## src/rtl/dep_clk_mon_pkg.sv

```systemverilog
// rtl/dep_clk_mon_pkg.sv - shared types and constants for the dependent-clock edge monitor
//
// Contents:
//   mon_state_e : monitor FSM state (IDLE, RUN, DONE, ERR)
//   ERR_NONE    : err_code value when no error has been flagged
//   ERR_PERIOD  : err_code value for an edge arriving at the wrong spacing
//   ERR_TIMEOUT : err_code value for too long without any edge

package dep_clk_mon_pkg;

    typedef enum logic [1:0] {
        IDLE = 2'd0,
        RUN  = 2'd1,
        DONE = 2'd2,
        ERR  = 2'd3
    } mon_state_e;

    localparam logic [1:0] ERR_NONE    = 2'b00;
    localparam logic [1:0] ERR_PERIOD  = 2'b01;
    localparam logic [1:0] ERR_TIMEOUT = 2'b10;

endpackage

```

## src/rtl/dep_clk_edge_det.sv

```systemverilog
// rtl/dep_clk_edge_det.sv - level register and both-edge detector for the dependent clock
//
// Ports:
//   clk       in  1  sampling clock
//   rst       in  1  synchronous active-high reset
//   other_clk in  1  dependent clock level, treated as plain data
//   level     out 1  value of other_clk sampled at the last posedge
//   toggle    out 1  combinational: other_clk differs from level (an edge is pending)

module dep_clk_edge_det
    import dep_clk_mon_pkg::*;
(
    input  logic clk,
    input  logic rst,
    input  logic other_clk,
    output logic level,
    output logic toggle
);

    always_ff @(posedge clk) begin
        if (rst) begin
            level <= 1'b0;
        end else begin
            level <= other_clk;
        end
    end

    // Both rising and falling transitions show up as a difference between
    // the live input and the previous sample.
    assign toggle = other_clk ^ level;

endmodule

```

## src/rtl/dep_clk_edge_monitor.sv

```systemverilog
// rtl/dep_clk_edge_monitor.sv - counts dependent-clock edges and checks their spacing
//
// Optional feature macro: DEP_CLK_MON_PERIOD_CHECK_EN
//   defined     : every edge after the first must be exactly PERIOD_CYC cycles
//                 after the previous one, otherwise ERR with code ERR_PERIOD
//   not defined : edges are only counted; the timeout check remains
//
// Parameters:
//   EDGES_TARGET edges after which done asserts (>= 1)
//   PERIOD_CYC   expected clk cycles between consecutive edges
//   TIMEOUT_CYC  cycles without an edge that trip a timeout (> PERIOD_CYC)
//   CNT_W        width of the edge and gap counters
//
// Ports:
//   clk        in  1      single clock
//   rst        in  1      synchronous active-high reset
//   start      in  1      arm pulse, honoured only in IDLE
//   other_clk  in  1      dependent clock level
//   edge_pulse out 1      one cycle per counted edge
//   level      out 1      last sampled other_clk
//   edge_cnt   out CNT_W  edges counted since start
//   busy       out 1      monitor is in RUN
//   done       out 1      sticky, EDGES_TARGET edges seen without error
//   err        out 1      sticky error flag
//   err_code   out 2      ERR_NONE / ERR_PERIOD / ERR_TIMEOUT
//   err_gap    out CNT_W  gap value captured when the error fired

module dep_clk_edge_monitor
    import dep_clk_mon_pkg::*;
#(
    parameter int EDGES_TARGET = 20,
    parameter int PERIOD_CYC   = 1,
    parameter int TIMEOUT_CYC  = 64,
    parameter int CNT_W        = 16
) (
    input  logic             clk,
    input  logic             rst,
    input  logic             start,
    input  logic             other_clk,
    output logic             edge_pulse,
    output logic             level,
    output logic [CNT_W-1:0] edge_cnt,
    output logic             busy,
    output logic             done,
    output logic             err,
    output logic [1:0]       err_code,
    output logic [CNT_W-1:0] err_gap
);

    localparam logic [CNT_W-1:0] CNT_MAX   = {CNT_W{1'b1}};
    localparam logic [CNT_W-1:0] CNT_ONE   = CNT_W'(1);
    localparam logic [CNT_W-1:0] TARGET_V  = CNT_W'(EDGES_TARGET);
    localparam logic [CNT_W-1:0] TIMEOUT_V = CNT_W'(TIMEOUT_CYC);

    // Parameter sanity: a zero target would never finish and a timeout not
    // longer than the period would fire on healthy traffic.
    if (EDGES_TARGET < 1) begin : g_bad_target
        $error("EDGES_TARGET must be at least 1");
    end
    if (TIMEOUT_CYC <= PERIOD_CYC) begin : g_bad_timeout
        $error("TIMEOUT_CYC must exceed PERIOD_CYC");
    end

    mon_state_e       state, state_next;
    logic [CNT_W-1:0] gap, gap_next;
    logic [CNT_W-1:0] cnt_next, cnt_inc, gap_inc;
    logic             pulse_next, done_next, err_next;
    logic [1:0]       code_next;
    logic [CNT_W-1:0] err_gap_next;
    logic             toggle;
    logic             period_bad;

    dep_clk_edge_det u_edge_det (
        .clk       (clk),
        .rst       (rst),
        .other_clk (other_clk),
        .level     (level),
        .toggle    (toggle)
    );

    assign cnt_inc = (edge_cnt == CNT_MAX) ? edge_cnt : edge_cnt + CNT_ONE;
    assign gap_inc = (gap == CNT_MAX) ? gap : gap + CNT_ONE;

`ifdef DEP_CLK_MON_PERIOD_CHECK_EN
    localparam logic [CNT_W-1:0] PERIOD_V = CNT_W'(PERIOD_CYC);

    // first marks that no edge has been seen since start; that edge has no
    // reference point, so it is exempt from the spacing check.
    logic first, first_next;

    always_ff @(posedge clk) begin
        if (rst) begin
            first <= 1'b0;
        end else begin
            first <= first_next;
        end
    end

    always_comb begin
        first_next = first;
        if (state == IDLE && start) begin
            first_next = 1'b1;
        end else if (state == RUN && toggle) begin
            first_next = 1'b0;
        end
    end

    assign period_bad = !first && (gap != PERIOD_V);
`else
    assign period_bad = 1'b0;
`endif

    always_ff @(posedge clk) begin
        if (rst) begin
            state      <= IDLE;
            gap        <= '0;
            edge_cnt   <= '0;
            edge_pulse <= 1'b0;
            done       <= 1'b0;
            err        <= 1'b0;
            err_code   <= ERR_NONE;
            err_gap    <= '0;
        end else begin
            state      <= state_next;
            gap        <= gap_next;
            edge_cnt   <= cnt_next;
            edge_pulse <= pulse_next;
            done       <= done_next;
            err        <= err_next;
            err_code   <= code_next;
            err_gap    <= err_gap_next;
        end
    end

    always_comb begin
        state_next   = state;
        gap_next     = gap;
        cnt_next     = edge_cnt;
        pulse_next   = 1'b0;
        done_next    = done;
        err_next     = err;
        code_next    = err_code;
        err_gap_next = err_gap;

        case (state)
            IDLE: begin
                if (start) begin
                    state_next = RUN;
                    cnt_next   = '0;
                    gap_next   = '0;
                end
            end
            RUN: begin
                if (toggle) begin
                    // An edge always counts, even when it is the one that
                    // fails the spacing check; it also suppresses timeout.
                    pulse_next = 1'b1;
                    cnt_next   = cnt_inc;
                    gap_next   = CNT_ONE;
                    if (period_bad) begin
                        state_next   = ERR;
                        err_next     = 1'b1;
                        code_next    = ERR_PERIOD;
                        err_gap_next = gap;
                    end else if (cnt_inc >= TARGET_V) begin
                        state_next = DONE;
                        done_next  = 1'b1;
                    end
                end else if (gap == TIMEOUT_V) begin
                    state_next   = ERR;
                    err_next     = 1'b1;
                    code_next    = ERR_TIMEOUT;
                    err_gap_next = gap;
                end else begin
                    gap_next = gap_inc;
                end
            end
            DONE: begin
                state_next = DONE;
            end
            ERR: begin
                state_next = ERR;
            end
            default: begin
                state_next = IDLE;
            end
        endcase
    end

    assign busy = (state == RUN);

endmodule

```

## config.mk

```make
export PLATFORM = sky130hd
export DESIGN_NAME = dep_clk_edge_monitor
export DESIGN_NICKNAME = d
export VERILOG_FILES = /design/src/rtl/dep_clk_mon_pkg.sv /design/src/rtl/dep_clk_edge_det.sv /design/src/rtl/dep_clk_edge_monitor.sv
export SDC_FILE = /design/constraint.sdc
export NUM_CORES = 1
export LEC_CHECK = 0
export CAP_MARGIN = 25
export CORE_ASPECT_RATIO = 1.5
export CORE_MARGIN = 2
export CORE_UTILIZATION = 54
export CTS_CLUSTER_DIAMETER = 80
export DETAILED_ROUTE_END_ITERATION = 10
export PLACE_DENSITY = 0.83
export SETUP_SLACK_MARGIN = 0.15
export SYNTH_ARGS = -nofsm -noshare
export SYNTH_HDL_FRONTEND = slang
export SYNTH_HIERARCHICAL = 1
export SYNTH_SLANG_ARGS = --single-unit
```

## constraint.sdc

```tcl
create_clock -name clk -period 2.7 [get_ports clk]
set_clock_uncertainty 0.05 [all_clocks]
set_input_delay 0.54 -clock clk [delete_from_list [all_inputs] [get_ports clk]]
set_output_delay 0.54 -clock clk [all_outputs]
set_load 0.02 [all_outputs]
```

# Word-level counts from Yosys, hierarchy flattened
# Cells that the tools add are included.
# totals
output_inout_bits,39
word_cells,48
memories,0
mem_bits_rw,0
latch_bits,0
input_bits,4
regBits,54
mem_bits_ro,0
# op_classes
muxes,14
magnitude_cmp,1
bitwise,3
n_reduce_logical,8
n_addsub,2
eq_ne,12
div_mod_pow,0
shift,0
multipliers,0
# ops
op,count
$mux 16,6
$pmux 16 s2,2
$add 16x1->16 const B,2
$eq 16x16->1 const B,2
$eq 16x7->1 const B,1
$ge 16x5->1 const B,1
$reduce_and 3->1,4
$mux 2,4
$pmux 2 s4,1
$ne 3x3->1 const B,2
$eq 2x2->1 const B,2
$reduce_and 4->1,1
$ne 3x1->1 const B,1
$ne 3x2->1 const B,1
$eq 2x1->1 const B,1
$logic_not 2->1,1
$ne 2x1->1 const B,1
$ne 2x2->1 const B,1
$not 1->1,2
$reduce_bool 2->1,1
$reduce_or 2->1,1
$mux 1,1
$xor 1x1->1,1

# Logic depth before layout (Yosys ltp)
# Gate-level depths: netlist of the first run.
# logic_depth
depth_word,6
mapped_depth,10

# Cells and area by module
# Netlist of the first run, hierarchy kept.
# by_module_without_submodules
module,cells_each,instances,area_each_um2,seq_area_each_um2
dep_clk_edge_monitor,325,1,2741.4,1061.0
dep_clk_edge_det,3,1,35.0,20.0

# Worst setup path before layout of the first run
# No wires, ideal clock.
# synth_path
path_type,flip-flop to flip-flop
start,reg edge_cnt[0]
end,reg state[1]
path_buffers,0
setup_time_ns,0.137
stages_incl_launch_ff,8
synth_period_minus_slack_ns,2.275
t_required_ns,2.513
setup_slack_ns,0.425
t_arrival_ns,2.087
path_cell_list,dfxtp_1 > ha_1 > nand3_4 > nor4_2 > mux2i_1 > nand4_1 > nor4_2 > a221oi_2
# synth_between
elab_chain_len,5
# synth_lines
element,line_no,rtl
"start, declared",dep_clk_edge_monitor.sv:42,"output logic [CNT_W-1:0] edge_cnt,"
"start signal, assigned",dep_clk_edge_monitor.sv:126,edge_cnt <= cnt_next;
$add 16x1->16 or $eq 16x16->1 (tied branches),dep_clk_edge_monitor.sv:81,assign cnt_inc = (edge_cnt == CNT_MAX) ? edge_cnt : edge_cnt + CNT_ONE;
$mux 16 *,dep_clk_edge_monitor.sv:81,
$ge 16x5->1 *,dep_clk_edge_monitor.sv:165,end else if (cnt_inc >= TARGET_V) begin
$ne 3x2->1 (no line) *,--,
$reduce_and 3->1 (no line) *,--,
"end signal, assigned",dep_clk_edge_monitor.sv:124,state <= state_next;
"end, declared",dep_clk_edge_monitor.sv:64,"mon_state_e state, state_next;"
# Mark *: on every way between the ends. The rest lies on a longest branch, timed or not.
# A chain may end at the register's enable or synchronous reset.

# Worst setup path in the final report of the first run
# layout_path
start,in other_clk
end,reg gap[8]
# layout_between
elab_chain_len,3
# layout_lines
element,line_no,rtl
"start, declared",dep_clk_edge_monitor.sv:39,"input logic other_clk,"
$xor 1x1->1 *,dep_clk_edge_det.sv:30,assign toggle = other_clk ^ level;
net toggle,dep_clk_edge_monitor.sv:70,logic toggle;
$ne 3x3->1 (no line) or $mux 16 (tied branches),--,
$reduce_and 4->1 (no line) or $pmux 16 s2 (tied branches),--,
"end signal, assigned",dep_clk_edge_monitor.sv:125,gap <= gap_next;
"end, declared",dep_clk_edge_monitor.sv:65,"logic [CNT_W-1:0] gap, gap_next;"
# Mark *: on every way through the listed nets, which the timed path passes. The rest lies on a longest branch.

==> metrics.txt, run 1 <==
setup slack after layout=roughly 0.36 ns; R2R cell count=6; first-pass GRT wire length=about 11000 um; Final min period=between 2 and 2.5 ns; status=completed; yosys warns=6; fin nets=~380; crit-path cells=clkdlybuf4s50_1, xor2_1, inv_1, and2_1, a41oi_2, nand2_1, or4_1, a21oi_1; Worst setup EP type=flip-flop; Die Area=approximately 5700 um2; WL/cell=approximately 15 um; hold path cells=2; Core Util, Final=between 60% and 70%; initial antenna violation count=0; Slowest cell on crit path=clkdlybuf4s50_1; Hold Buf Count CTS=0; GRT Util Overall=24.7%; Synthesized Nets=335; Setup violations, final=0; DRC viols=0; final max-slew violation count=0; number of global-route vias before repair=2515; critical path fanouts, max=6; post-synthesis sequential area ratio=approximately 40%; setup TNS=0 ns; placed cells=~440; die width=between 60 and 70 um; Max Clock Freq=0.428 GHz; cell area after synthesis=2780 um2; vias per inst=between 5 and 6; n_diodes=0; Static Leakage=roughly 1.2 nW; worst path arrival time=roughly 2.5 ns; TritonCTS clock tree=yes; Die Height=91.8 um; CTS Buffer Depth=2; Pwr Density=slightly above 400 nW/um2; post-route ant nets=0; pin count of the biggest net entering global routing=22; unrepaired setup endpoints after global routing=no; flops & latches, synth=54; clock network latency to the later pin of the worst-skew pair=0.32 ns; EDFF count, synth=0; io pins=between 40 and 50; Root Driver=clkbuf_8; TritonCTS Buffers=5; RePlAce Congestion=approximately 0.9; mean post-synth cell area=between 8 and 9 um2; Tot Pwr=between 0.001 and 0.0015 W; share of post-route cells with drive strength above 1=between 10% and 20%; Synth cell types=63; Syn-to-layout area delta=21.9%; Setup crit start kind=input pin; CTS resizes=0; worst min path class=reg -> reg; Post-Synthesis Cells=328; number of setup buffers added after CTS=0; Worst-path clk slew=about 0.10 ns; drt pass-1 iters=4; core area=5040 um2; Worst Path Required=between 2 and 3 ns; Worst VDD drop=368 uV; WP depth=8; critical path class=in -> reg; num rows=32; Crit path largest cell delay=just under 0.5 ns; maxcap violations=0; fraction of registers with async set/reset=0%; grt ovf=0; hpwl dp=around 4800 um; final hold vios=0; CP top delay family=simple AND/OR/NAND/NOR gates; Primary FF master, synth=dfxtp_1; H-tree Lvls=2; vias=~2500; Initial Util=about 55%; CTS Sinks=54; Layout Cells excl Fill=around 440; Final Cycle Share=between 80% and 90%; wirelength, routed=roughly 6600 um; Setup WS pre-CTS=0.0672 ns; Buf+Inv Stages, Crit Path=2; initial DRC count=approximately 170; # port buffers=41
[logic make-up after synthesis]
| family | share of synthesized area [%] |
|---|---|
| AOI/OAI and AO/OA | 18.2 |
| DFF | 38.9 |
| muxes | 0.721 |
| and+or+nand+nor | 30.7 |
| adders and majority gates | 1.35 |
| other | 0.135 |
| buffers and inverters | 5.90 |
| xor gates and xnor gates | 4.10 |
[path summary, 6_finish.rpt]
kind	from	to	slack, ns
worst min register to register	err_gap[1]$_SDFFE_PP0P_	err_gap[1]$_SDFFE_PP0P_	0.41
worst min-delay path	err_gap[1]$_SDFFE_PP0P_	err_gap[1]$_SDFFE_PP0P_	0.41
worst max register to register	edge_cnt[2]$_SDFFE_PP0P_	state[1]$_SDFFE_PP0P_	0.42
worst max-delay path	other_clk	gap[8]$_SDFFE_PP0P_	0.36
[per-layer routing]
layer  track usage [%]  routed length (um)  vias up
met1              27.4                2540     1178
met5                 0                   0        -
met2              42.9                3420       80
met4              15.0                 291        0
li1                  -                   -     1247
met3              4.91                 311       28
[state kept, by name, summed over array words and instances, names as in the netlist]
signal and count:
err_code 1, err_gap 16, edge_cnt 16, edge_pulse 1
done 1, u_edge_det/level 1, gap 16, state 2
[cells in the mapped netlist (3+ instances only)]
master | n | share of area (%)
xnor2_1 | 5 | 1.6
nand2_1 | 31 | 4.2
clkbuf_1 | 5 | 0.68
nor2_1 | 25 | 3.4
o31ai_1 | 3 | 0.81
o21ai_1 | 5 | 0.90
a311oi_1 | 3 | 0.95
o211ai_1 | 3 | 0.81
and3_1 | 5 | 1.1
nor3_1 | 8 | 1.4
nand3_1 | 20 | 3.6
o21a_1 | 3 | 0.81
xor2_1 | 8 | 2.5
and2_1 | 15 | 3.4
a31oi_1 | 6 | 1.4
ha_1 | 3 | 1.4
buf_4 | 5 | 1.4
a21oi_1 | 30 | 5.4
buf_2 | 7 | 1.3
nand4_1 | 5 | 1.1
inv_1 | 11 | 1.5
o21ai_0 | 16 | 2.9
dfxtp_1 | 54 | 39
[report_power, final]
part	switching, W	total [W]	internal (W)
Combinational	0.0000656	0.000107	0.0000416
Sequential	0.00000481	0.000806	0.000801
Clock	0.000287	0.000478	0.000191
Total	0.000357	0.00139	0.00103
[tightest hold or removal path, cell delays in order, from the launching register on]
cell and delay, ns:
dfxtp_1 0.32, nand2_1 0.05, a21oi_1 0.05
[cell usage in the layout, fill, tap and decap left out, types with 2 or more instances in the layout]
cell             count
nor3_1               8
ha_1                 3
buf_4               18
inv_6                2
nor4_2               2
and3_1               5
o31ai_1              3
nand4_1              5
nor2_2               2
mux2i_1              2
or4_1                2
xnor2_1              5
nor4_4               2
nor3_4               2
a21oi_1             30
nor4_1               2
nor2b_1              2
a311oi_1             3
and2_1              15
o21a_1               3
o211ai_1             3
nor2_1              25
or3_1                2
clkbuf_8             5
nand2_1             31
nand2b_1             2
a31oi_1              6
nor4b_1              2
inv_1               11
nand3_1             20
o21ai_0             16
xor2_1               8
dfxtp_1             54
o21ai_1              5
clkdlybuf4s50_1     41
[through the flow]
stage          area [um2]  hold slack (ns)
4_1_cts              3380            0.413
3_3_place_gp         3290            0.392
6_report             3380            0.408
5_1_grt              3380            0.435
2_1_floorplan        2780            0.417
3_5_place_dp         3290            0.396
[final cells by class]
cell class,instances,area [um2]
multi-input combinational,242,1530
timing repair buffer,59,546
tap,68,85.1
inverter,12,45.0
sequential,54,1080
fill,435,1660
clock inverter,3,26.3
clock buffer,5,68.8
Note: power is estimated with default switching activity, not from simulation.
==> run 2: changes to the inputs <==
--- a/config.mk
+++ b/config.mk
@@ -8,12 +8,12 @@
 export CAP_MARGIN = 25
 export CORE_ASPECT_RATIO = 1.5
 export CORE_MARGIN = 2
-export CORE_UTILIZATION = 54
+export CORE_UTILIZATION = 53
 export CTS_CLUSTER_DIAMETER = 80
 export DETAILED_ROUTE_END_ITERATION = 10
-export PLACE_DENSITY = 0.83
+export PLACE_DENSITY = 0.82
+export REMOVE_ABC_BUFFERS = 1
 export SETUP_SLACK_MARGIN = 0.15
 export SYNTH_ARGS = -nofsm -noshare
 export SYNTH_HDL_FRONTEND = slang
-export SYNTH_HIERARCHICAL = 1
 export SYNTH_SLANG_ARGS = --single-unit
==> metrics.txt, run 2 <==
critical path class=reg -> reg (was in -> reg); Synth cell types=47 (was 63); Layout Cells excl Fill=438 (was 443); critical path fanouts, max=10 (was 6); GRT Util Overall=24.6% (was 24.7%); initial antenna violation count=0 (unchanged); TritonCTS clock tree=yes (unchanged); n_diodes=0 (unchanged); CP top delay family=simple AND/OR/NAND/NOR gates (unchanged); placed cells=430 (was 435); Buf+Inv Stages, Crit Path=0 (was 2); Placed Area=3160 um2 (was 3290 um2); Worst setup EP type=flip-flop (unchanged); TritonCTS Buffers=5 (unchanged); fin area=3260 um2 (was 3380 um2); Die Height=90.5 um (was 91.8 um); wirelength, routed=6360 um (was 6570 um); first-pass GRT wire length=10800 um (was 11400 um); Final Cycle Share=85.7% (was 86.5%); num rows=31 (was 32); WP depth=7 (was 8); number of setup buffers added after CTS=0 (unchanged); final max-slew violation count=0 (unchanged); commonest non-fill, non-tap cells in the layout=dfxtp_1 (54), nor2_1 (44), clkdlybuf4s50_1 (41) (was dfxtp_1 (54), clkdlybuf4s50_1 (41), nand2_1 (31)); WL/cell=14.5 um (was 14.8 um); Setup crit start kind=flip-flop (was input pin); CTS Sinks=54 (unchanged); Worst Path Required=2.89 ns (about the same); share of post-route cells with drive strength above 1=9.14% (was 13.9%); io pins=43 (unchanged); flops & latches, synth=54 (unchanged); mean post-synth cell area=8.11 um2 (was 8.46 um2); post-route ant nets=0 (unchanged); commonest non-fill, non-tap cell in the layout=dfxtp_1 (unchanged); initial DRC count=184 (was 168); Final min period=2.31 ns (was 2.34 ns); setup slack after layout=0.385 ns (was 0.364 ns); Worst-path clk slew=0.10 ns (about the same); RePlAce Congestion=0.903 (was 0.901); maxcap violations=0 (unchanged); number of global-route vias before repair=2300 (was 2515); Synth top cells by count=dfxtp_1 (54), nor2_1 (44), nand2_1 (33) (was dfxtp_1 (54), nand2_1 (31), a21oi_1 (30)); Worst VDD drop=408 uV (was 368 uV); most frequent cell on the critical path=nor4_1; vias per inst=5.59 (was 5.72); Worst Tran Pin Value=between 0.6 and 0.7 ns; Yosys top cell by area=dfxtp_1 (unchanged); pin count of the biggest net entering global routing=19 (was 22); Max Clock Freq=0.432 GHz (was 0.428 GHz); relative slew slack=about 57%; die width=61.7 um (was 62.5 um); synth top area cells=dfxtp_1 (41%), nor2_1 (6.3%), nand2_1 (4.7%), xnor2_1 (4.6%), o21ai_0 (3.4%) (was dfxtp_1 (39%), a21oi_1 (5.4%), nand2_1 (4.2%), nand3_1 (3.6%), and2_1 (3.4%)); post-synth top area share=40.9% (was 38.9%); Slowest cell on crit path=dfxtp_1 (was clkdlybuf4s50_1); Primary FF master, synth=dfxtp_1 (unchanged); Largest regs=edge_cnt x16, err_gap x16, gap x16 (unchanged); grt ovf=0 (unchanged); setup TNS=0 ns (unchanged); Root Driver=clkbuf_8 (unchanged); fraction of registers with async set/reset=0% (unchanged); Setup violations, final=0 (unchanged); H-tree Lvls=2 (unchanged); drt pass-1 iters=4 (unchanged); EDFF count, synth=0 (unchanged); most frequent cell after synthesis=dfxtp_1 (unchanged); R2R cell count=7 (was 6); status=completed (unchanged); post-synthesis sequential area ratio=40.9% (was 38.9%); core area=4810 um2 (was 5040 um2); Static Leakage=1.11 nW (was 1.21 nW); unrepaired setup endpoints after global routing=no (unchanged); Crit path largest cell delay=0.47 ns (was 0.49 ns); Initial Util=54.9% (was 55.0%); hold path cells=1 (was 2); final hold vios=0 (unchanged); Setup WS pre-CTS=0.120 ns (was 0.0672 ns); Syn-to-layout area delta=23.5% (was 21.9%); Hold Buf Count CTS=0 (unchanged); hpwl dp=4740 um (was 4780 um); # port buffers=41 (unchanged); vias=2449 (was 2533); Pwr Density=469 nW/um2 (was 411 nW/um2); worst path arrival time=2.51 ns (was 2.53 ns); worst min path class=reg -> reg (unchanged); clock network latency to the later pin of the worst-skew pair=0.31 ns (was 0.32 ns); Post-Synthesis Cells=326 (was 328); crit-path cells=ha_1, nand3_2, nor4_1, mux2i_1, nand2_1, nor4_1, o2bb2ai_1 (was clkdlybuf4s50_1, xor2_1, inv_1, and2_1, a41oi_2, nand2_1, or4_1, a21oi_1); yosys warns=0 (was 6); cell area after synthesis=2640 um2 (was 2780 um2); fin nets=378 (was 381); CTS Buffer Depth=2 (unchanged); CTS resizes=0 (unchanged); Die Area=5580 um2 (was 5740 um2); DRC viols=0 (unchanged)
## run 2: area by class of cell
| cell class | count | area [um2] |
|---|---|---|
| clock inverter | 3 | 23.8 |
| fill | 416 | 1550 |
| timing repair buffer | 54 | 508 |
| multi-input combinational | 247 | 1470 |
| inverter | 9 | 33.8 |
| tap | 66 | 82.6 |
| clock buffer | 5 | 68.8 |
| sequential | 54 | 1080 |
## run 2: worst paths after layout
check	from	to	slack, ns
max	edge_cnt[0]$_SDFFE_PP0P_	state[0]$_SDFFE_PP0P_	0.39
min	err_gap[7]$_SDFFE_PP0P_	err_gap[7]$_SDFFE_PP0P_	0.42
max reg2reg	edge_cnt[0]$_SDFFE_PP0P_	state[0]$_SDFFE_PP0P_	0.39
min reg2reg	err_gap[7]$_SDFFE_PP0P_	err_gap[7]$_SDFFE_PP0P_	0.42
## run 2: metrics by stage
step	util (%)	hold slack (ns)	power, W
after CTS	67.6	0.422	0.00154
final	67.8	0.416	0.00153
after global placement	65.7	0.392	0.00108
after detailed placement	65.7	0.393	0.00108
after floorplan	-	0.449	0.000993
after global routing	67.8	0.434	0.00160
## run 2: cells by family (layout without fill, tap and decap cells)
logic type               Yosys count  in the layout  share of synthesized area [%]
AND/OR/NAND/NOR                  165            165                           32.8
AO/OA/AOI/OAI                     55             55                           12.7
flip-flops                        54             54                           40.9
buffers and inverters             25             71                           4.07
XOR/XNOR                          16             16                           5.30
multiplexers                       7              7                           2.65
adder cells (fa/ha/maj)            3              3                           1.42
other                              1              1                          0.142
## run 2: power breakdown
group / switching, W / leakage [nW] / internal [W]
logic: 0.000145 / 0.632 / 0.0000905
registers: 0.0000192 / 0.436 / 0.000813
clock network: 0.000275 / 0.0408 / 0.000186
total: 0.000440 / 1.11 / 0.00109
## run 2: per-layer routing
metal | wire (um) | track usage [%] | vias up
li1 | - | - | 1238
met1 | 2560 | 28.3 | 1130
met2 | 3440 | 44.6 | 71
met3 | 242 | 3.44 | 10
met4 | 116 | 7.27 | 0
met5 | 0 | 0 | -
